<file path="src/rtl/integral_image_window_writer.sv">
// Integral-image window writer: streams a WIN_SIZE x WIN_SIZE pixel window in raster
// order, emits the (WIN_SIZE+1)^2 integral-image words, then starts the cascade and captures its result.
module integral_image_window_writer #(
  parameter int WIN_SIZE      = 20,
  parameter int ADDR_WIDTH_II = $clog2((WIN_SIZE+1)*(WIN_SIZE+1))
) (
  input  logic                     clk_i,
  input  logic                     rst_i,
  input  logic                     win_start_i,
  input  logic [7:0]               pix_i,
  input  logic                     pix_val_i,
  output logic                     pix_rdy_o,
  output logic [ADDR_WIDTH_II-1:0] ii_addr_wr_o,
  output logic [31:0]              ii_data_wr_o,
  output logic                     ii_val_wr_o,
  output logic                     cascade_start_o,
  input  logic                     cascade_done_i,
  input  logic                     cascade_result_i,
  output logic [16:0]              sum_o,
  output logic [24:0]              sq_sum_o,
  output logic                     result_o,
  output logic                     result_val_o,
  output logic                     busy_o
);

  localparam int CW = $clog2(WIN_SIZE+1);

  typedef enum logic [2:0] {
    IDLE, ZERO_ROW, ROW_COL0, ROW_PIX, START, WAIT_DONE
  } state_t;

  state_t                   state, state_nxt;
  logic [CW-1:0]            r_cnt, c_cnt;
  logic [ADDR_WIDTH_II-1:0] addr_cnt;
  logic [16:0]              rowsum;
  logic [16:0]              lb [0:WIN_SIZE];
  logic [16:0]              sum_acc;
  logic [24:0]              sq_acc;

  logic                     last_col, last_row;
  logic [16:0]              rowsum_nxt, ii_new;
  logic [15:0]              pix_sq;
  logic                     vld_p0;
  logic [16:0]              data_p0;

  logic                     vld_p1;
  logic [ADDR_WIDTH_II-1:0] addr_p1;
  logic [16:0]              data_p1;
  logic                     start_p1;
  logic                     res_vld_p1;
  logic                     res_p1;

  assign last_col   = (c_cnt == CW'(WIN_SIZE));
  assign last_row   = (r_cnt == CW'(WIN_SIZE));
  assign rowsum_nxt = rowsum + 17'(pix_i);
  // lb[c] still holds ii[r-1][c] until this pixel overwrites it
  assign ii_new     = rowsum_nxt + lb[c_cnt];
  assign pix_sq     = 16'(pix_i) * 16'(pix_i);

  always_ff @(posedge clk_i) begin
    if (rst_i) state <= IDLE;
    else       state <= state_nxt;
  end

  always_comb begin
    state_nxt = state;
    vld_p0    = 1'b0;
    data_p0   = '0;
    case (state)
      IDLE:      if (win_start_i) state_nxt = ZERO_ROW;
      ZERO_ROW: begin
        vld_p0 = 1'b1;
        if (last_col) state_nxt = ROW_COL0;
      end
      ROW_COL0: begin
        vld_p0    = 1'b1;
        state_nxt = ROW_PIX;
      end
      ROW_PIX: begin
        if (pix_val_i) begin
          vld_p0  = 1'b1;
          data_p0 = ii_new;
          if (last_col) state_nxt = last_row ? START : ROW_COL0;
        end
      end
      START:     state_nxt = WAIT_DONE;
      WAIT_DONE: if (cascade_done_i) state_nxt = IDLE;
      default:   state_nxt = IDLE;
    endcase
  end

  always_ff @(posedge clk_i) begin
    if (rst_i) begin
      r_cnt    <= '0;
      c_cnt    <= '0;
      addr_cnt <= '0;
      rowsum   <= '0;
      sum_acc  <= '0;
      sq_acc   <= '0;
      for (int i = 0; i <= WIN_SIZE; i++) lb[i] <= '0;
    end else begin
      case (state)
        IDLE: begin
          c_cnt    <= '0;
          r_cnt    <= '0;
          addr_cnt <= '0;
          if (win_start_i) begin
            sum_acc <= '0;
            sq_acc  <= '0;
          end
        end
        ZERO_ROW: begin
          lb[c_cnt] <= '0;
          addr_cnt  <= addr_cnt + ADDR_WIDTH_II'(1);
          if (last_col) r_cnt <= CW'(1);
          else          c_cnt <= c_cnt + CW'(1);
        end
        ROW_COL0: begin
          rowsum   <= '0;
          c_cnt    <= CW'(1);
          addr_cnt <= addr_cnt + ADDR_WIDTH_II'(1);
        end
        ROW_PIX: begin
          if (pix_val_i) begin
            rowsum    <= rowsum_nxt;
            lb[c_cnt] <= ii_new;
            sum_acc   <= sum_acc + 17'(pix_i);
            sq_acc    <= sq_acc + 25'(pix_sq);
            addr_cnt  <= addr_cnt + ADDR_WIDTH_II'(1);
            if (!last_col)     c_cnt <= c_cnt + CW'(1);
            else if (!last_row) r_cnt <= r_cnt + CW'(1);
          end
        end
        default: ;
      endcase
    end
  end

  // Stage p0 -> p1: every write and strobe leaves the block registered
  always_ff @(posedge clk_i) begin
    if (rst_i) begin
      vld_p1     <= 1'b0;
      addr_p1    <= '0;
      data_p1    <= '0;
      start_p1   <= 1'b0;
      res_vld_p1 <= 1'b0;
      res_p1     <= 1'b0;
    end else begin
      vld_p1     <= vld_p0;
      addr_p1    <= addr_cnt;
      data_p1    <= data_p0;
      start_p1   <= (state == START);
      res_vld_p1 <= (state == WAIT_DONE) && cascade_done_i;
      if ((state == WAIT_DONE) && cascade_done_i) res_p1 <= cascade_result_i;
    end
  end

  assign pix_rdy_o       = (state == ROW_PIX);
  assign busy_o          = (state != IDLE);
  assign ii_val_wr_o     = vld_p1;
  assign ii_addr_wr_o    = addr_p1;
  assign ii_data_wr_o    = {15'd0, data_p1};
  assign cascade_start_o = start_p1;
  assign result_val_o    = res_vld_p1;
  assign result_o        = res_p1;
  assign sum_o           = sum_acc;
  assign sq_sum_o        = sq_acc;

endmodule

</file>
<file path="config.mk">
export PLATFORM = sky130hd
export DESIGN_NAME = integral_image_window_writer
export DESIGN_NICKNAME = d
export VERILOG_FILES = /design/src/rtl/integral_image_window_writer.sv
export SDC_FILE = /design/constraint.sdc
export NUM_CORES = 1
export LEC_CHECK = 0
export CORE_UTILIZATION = 55
export DETAILED_ROUTE_END_ITERATION = 8
export DONT_BUFFER_PORTS = 1
export GPL_ROUTABILITY_DRIVEN = 0
export PLACE_DENSITY = 0.78
export REMOVE_ABC_BUFFERS = 1
export SYNTH_ARGS = -nofsm -noshare
export SYNTH_HDL_FRONTEND = slang
export SYNTH_SLANG_ARGS = --single-unit
</file>
<file path="constraint.sdc">
create_clock -name clk_i -period 5.8 [get_ports clk_i]
set_input_delay 1.16 -clock clk_i [delete_from_list [all_inputs] [get_ports clk_i]]
set_output_delay 1.16 -clock clk_i [all_outputs]
set_load 0.02 [all_outputs]
</file>
* After elaboration in Yosys (flattened, before gate mapping)
Memory sizes are Yosys's and may differ from the RTL's. A register that Yosys moved wholly into a read port is not among the register bits.
Index checks and enable logic that the tools add are counted.
W data, S select, Z words.
** Word-level totals
- Memories :: 1
- Bits in writable memories :: 357
- Bits of input ports :: 14
- Register bits after elaboration :: 111
** Memory list
- lb :: depth 21, bits a word 17, read ports 1, clocked after memory_dff 1, wr ports 21, RTL line 36 : logic [16:0] lb [0:WIN_SIZE];
** Operators by class
- Mux-type cells :: 41
- Bitwise gates (word level) :: 3
- Equality and inequality tests :: 13
- $add $sub $neg :: 7
- Reductions and logical operators :: 17
- Multipliers :: 1
** Operators by type and width (count)
- $mux W17 :: 5
- $pmux W17 S2 :: 2
- $mux W25 :: 2
- $pmux W25 S2 :: 1
- $mux W5 :: 9
- $add A17 B8 Y17 :: 2
- $pmux W9 S3 :: 1
- $add A25 B16 Y25 :: 1
- $pmux W5 S4 :: 1
- $mux W3 :: 6
- $pmux W3 S6 :: 1
- $add A17 B17 Y17 :: 1
- $reduce_or A17 Y1 :: 1
- $mul A8 B8 Y16 :: 1
- $pmux W5 S3 :: 1
- $add A5 B1 Y5 const B :: 2
- $eq A5 B5 Y1 const B :: 2
- $mux W1 :: 10
- $ne A2 B2 Y1 const B :: 5
- $reduce_and A5 Y1 :: 2
- $add A9 B1 Y9 const B :: 1
- $mux W9 :: 1
- $reduce_bool A3 Y1 :: 3
- $eq A3 B2 Y1 const B :: 2
- 14 further kinds :: 19

* Longest topological paths before layout
- Depth in word-level cells :: 7
- Gate-level depth with buffers :: 20
- Gate-level depth less buffers :: 19

* Worst setup path before layout
OpenSTA, ideal clock, no wires.
- Path kind :: input-to-reg
- From :: in pix_i[5]
- To :: reg sq_acc[20], in the netlist sq_sum_o[20]
- Arrival time :: 5.148 ns
- Path buffers :: 1
- Path slack :: 0.533 ns
- Cell stages on the path :: 17
- Setup time :: 0.119 ns
- Path through :: clkbuf_1 > and2_1 > fa_1 > fa_1 > fa_1 > inv_1 > fa_1 > inv_1 > ha_1 > a21oi_1 > o21ai_0 > a21o_1 > a221oi_1 > o21ai_1 > nand4_1 > xor2_1 > nor2_1
** On the way
- Word-level cells in the longest chain between the ends :: 4
** Ends and longest elaborated chain
- start, declared :: RTL line 10 : input logic [7:0] pix_i,
- $mul A8 B8 Y16 :: RTL line 58 : assign pix_sq = 16'(pix_i) * 16'(pix_i);
- $add A25 B16 Y25 :: RTL line 128 : sq_acc <= sq_acc + 25'(pix_sq);
- $mux W25 :: RTL line 124 : if (pix_val_i) begin
- $pmux W25 S2 :: RTL line 102 : case (state)
- end signal, assigned :: RTL line 128
- end, declared :: RTL line 38 : logic [24:0] sq_acc;
Every way passes these cells. The select of a mux whose other input is x is not followed.
A chain may end at the register's enable or synchronous reset.

==> flow_metrics.py <==
metrics = {
    "yosys": {
        "synth_commonest_cells": "544 x edfxtp_1, 449 x nor2_1, 160 x mux4_2",
        "postSynthAreaPerCell_sq_um": 13.7,
        "netlist_area_sq_mm": 0.0309,
        "synth-edff-count": 544,
        "synth-seq-cells": 660,
        "async_flop_share_pct": 0,
        "synth_ff_type": "edfxtp_1",
        "synthTopCellsByArea": "edfxtp_1 53%, mux4_2 12%, dfxtp_1 7.5%",
        "synth_top_area_share_pct": 52.9,
        "ys_warn_count": 0,
        "yosys.cell_types.count": 67,
        "synth.most_common_cell": "edfxtp_1",
        "syn_inst": 2255,
        "synth_top_cell_by_area": "edfxtp_1",
        "seq_area_frac_synth_pct": 60.5,
    },
    "cells_and_area": {
        "final_cells": 3067,
        "nNetsFinal": 2399,
        "fillers": 4037,
        "synthToLayoutAreaGrowth_pct": 10.2,
        "layout-drive-gt1-share_pct": 16.7,
        "finalInstanceArea_sq_mm": 0.0340,
        "diodes": 0,
        "utilization_pct": 61.5,
    },
    "timing": {
        "worst_slack_ns": 0.486,
        "finalHoldViolations": 0,
        "max_slew.worst_pin.slew_ns": 1.32,
        "slew_headroom_pct": 11.4,
        "holdWs_ns": 0.487,
        "setup_viol": 0,
        "clock-skew-final_ns": 0.0327,
        "final_max_slew_viol_count": 0,
        "rsz0062_at_grt": "no",
        "fmax_ghz": 0.188,
        "min_period_ns": 5.31,
        "finalCritPeriodShare_pct": 91.6,
    },
    "power": {
        "internal_power_mw": 8.52,
        "powerDensity_mw_per_mm2": 340,
        "pwr-share-comb_pct": 15.6,
        "power.leakage_nw": 12.2,
        "irDropWorstVdd_mv": 0.264,
        "p_seq_share_pct": 45.9,
        "p_switching_mw": 3.03,
        "clockPowerShare_pct": 38.5,
        "swShare_pct": 26.3,
    },
    "drt": {
        "via_per_inst": 6.22,
        "drt.antenna.violating_nets": 0,
        "wl_per_cell_microns": 24.6,
        "finalWirelength_mm": 75.6,
        "first_pass_iters": 6,
        "drt_iter0_markers": 2278,
        "vias": 19100,
        "remaining_drc_errors": 0,
    },
    "global_route": {
        "grt_max_degree": 77,
        "grt_pass1_vias": 19000,
        "antenna_found_initial": 2,
        "track_usage_pct": 26.9,
        "grt_overflow": 0,
        "grt_pass1_wl_mm": 114,
    },
    "placed_design": {
        "post-place-cells": 2940,
        "io_buffers": 0,
        "place_ws_ns": 0.315,
        "place_hpwl_mm": 49.4,
        "placed_area_sq_mm": 0.0317,
    },
    "setup_path": {
        "r2r_slack_ns": 0.49,
        "worstPathRequired_ns": 6.10,
        "slowest_delay_ns": 0.83,
        "worstRegToRegCells": 13,
        "r2r_end": "lb[23][16]$_DFFE_PP_",
        "cp_slowest_cell": "xnor2_4",
        "critical_path.cell_chain": "buf_4, mux4_2, mux4_2, mux2_2, ha_1, a21oi_1, o21ai_1, a21oi_1, o31ai_1, nand2_1, o21ai_1, xnor2_4, nor2_2",
        "critPathLaunchType": "register",
        "worst-setup-path-type": "reg2reg",
        "worstPathArrival_ns": 5.62,
        "worstPathMaxFanout": 23,
        "cp-end-kind": "register",
    },
    "clock_tree": {
        "ctsHoldBuffers": 0,
        "cts_setup_buffers": 0,
        "cts_buffers": 69,
        "ctsLongestPathBuffers": 3,
        "clk_pin_slew_ns": 0.06,
        "root_buffer": "clkbuf_16",
        "clkLatencyLatePin_ns": 0.62,
        "cts_tree": "built",
        "cts.sinks": 660,
        "htreeDepth": 3,
        "cts-resized-gates": 0,
    },
    "floorplan": {
        "dieHeight_microns": 239,
        "fp.dieW_microns": 239,
        "fp.dieArea_sq_mm": 0.0571,
        "core-area_sq_mm": 0.0553,
        "io_pins": 103,
        "std_cell_rows": 86,
        "start_util_pct": 55.8,
    },
    "status": {
        "status": "complete, no violations",
    },
    "hold_path": {
        "hp-class": "reg2reg",
        "hold_path_end": "rowsum[15]$_SDFFE_PP0P_",
        "min-delay-start": "rowsum[15]$_SDFFE_PP0P_",
        "min_path_cells": 1,
    },
    "job": {
        "maxCapViolations": 0,
    },
}
[sequential cells by signal (all words and copies together), names as in the netlist, 3 cells and up, named ones only]
name,flops
data_p1,17
ii_addr_wr_o,9
sq_sum_o,25
addr_cnt,9
r_cnt,5
c_cnt,5
rowsum,17
state,3
sum_o,17
lb,544
[cells by family after synthesis]
group,share of synthesized area (%)
and+or+nand+nor,10.7
buffers and inverters,3.44
muxes,13.0
AOI/OAI and AO/OA,4.22
adders and majority gates,5.92
DFF,60.5
xor gates and xnor gates,2.20
other,0.0122
[how the worst max path moves through the flow]
stage              from              endpoint  slack, ns  cells after the start
2_1_floorplan  register  lb[21][12]$_DFFE_PP_      -4.00                     12
3_3_place_gp   pix_i[5]  lb[23][16]$_DFFE_PP_       0.46                     15
3_5_place_dp   pix_i[5]  lb[24][16]$_DFFE_PP_       0.32                     15
4_1_cts        register  lb[23][16]$_DFFE_PP_       0.54                     13
5_1_grt        register  lb[26][16]$_DFFE_PP_       0.24                     13
6_report       register  lb[23][16]$_DFFE_PP_       0.49                     13
[critical path: cells and delay by family, from the launching register on]
family	cells	cell delay [ns]
multiplexers	3	1.43
AO/OA/AOI/OAI	5	1.04
XOR/XNOR	1	0.83
flip-flops	1	0.62
buffers and inverters	1	0.37
adder cells (fa/ha/maj)	1	0.34
AND/OR/NAND/NOR	2	0.32
[placed cells by master, fill, tap and decap left out, types with 47 or more instances in the layout]
cell type / count
a21oi_1: 54
buf_4: 57
clkbuf_16: 76
dfxtp_1: 113
edfxtp_1: 544
ha_1: 82
inv_1: 106
mux4_2: 160
nand2_1: 104
nand3_1: 47
nor2_1: 448
[cell type report]
| cell class | count | area, sq um | share of cell area, % |
|---|---|---|---|
| clock buffers | 92 | 2000 | 5.89 |
| clock inverters | 35 | 289 | 0.850 |
| inverters | 107 | 402 | 1.18 |
| multi-input cells | 1367 | 11300 | 33.1 |
| flip-flops and latches | 660 | 18700 | 54.9 |
| well taps | 748 | 936 | 2.75 |
| repair buffers | 58 | 448 | 1.32 |
[metal layers]
| layer | wire, microns | part of all wire [%] | GRT usage, % | vias to the layer above |
|---|---|---|---|---|
| met5 | 34 | 0.045 | 0 | - |
| met4 | 2610 | 3.5 | 10.8 | 4 |
| met3 | 7310 | 9.7 | 5.05 | 211 |
| met2 | 36600 | 48 | 43.4 | 1114 |
| met1 | 29000 | 38 | 36.3 | 9578 |
| li1 | - | - | - | 8177 |
[power by group through the flow]
stage / combinational, mW / sequential [mW] / clock, mW
2_1_floorplan: 1.24 / 5.47 / 0
3_3_place_gp: 1.72 / 5.40 / 0
3_5_place_dp: 1.76 / 5.41 / 0
4_1_cts: 1.78 / 5.31 / 4.47
5_1_grt: 1.94 / 5.32 / 4.66
6_report: 1.80 / 5.31 / 4.45
[per-stage QoR]
stage	total power [mW]	setup TNS, ns
2_1_floorplan	6.71	-1794.00
3_5_place_dp	7.17	0
4_1_cts	11.6	0
5_1_grt	11.9	0
3_3_place_gp	7.11	0
6_report	11.6	0
Power figures use the tool's default switching activity.
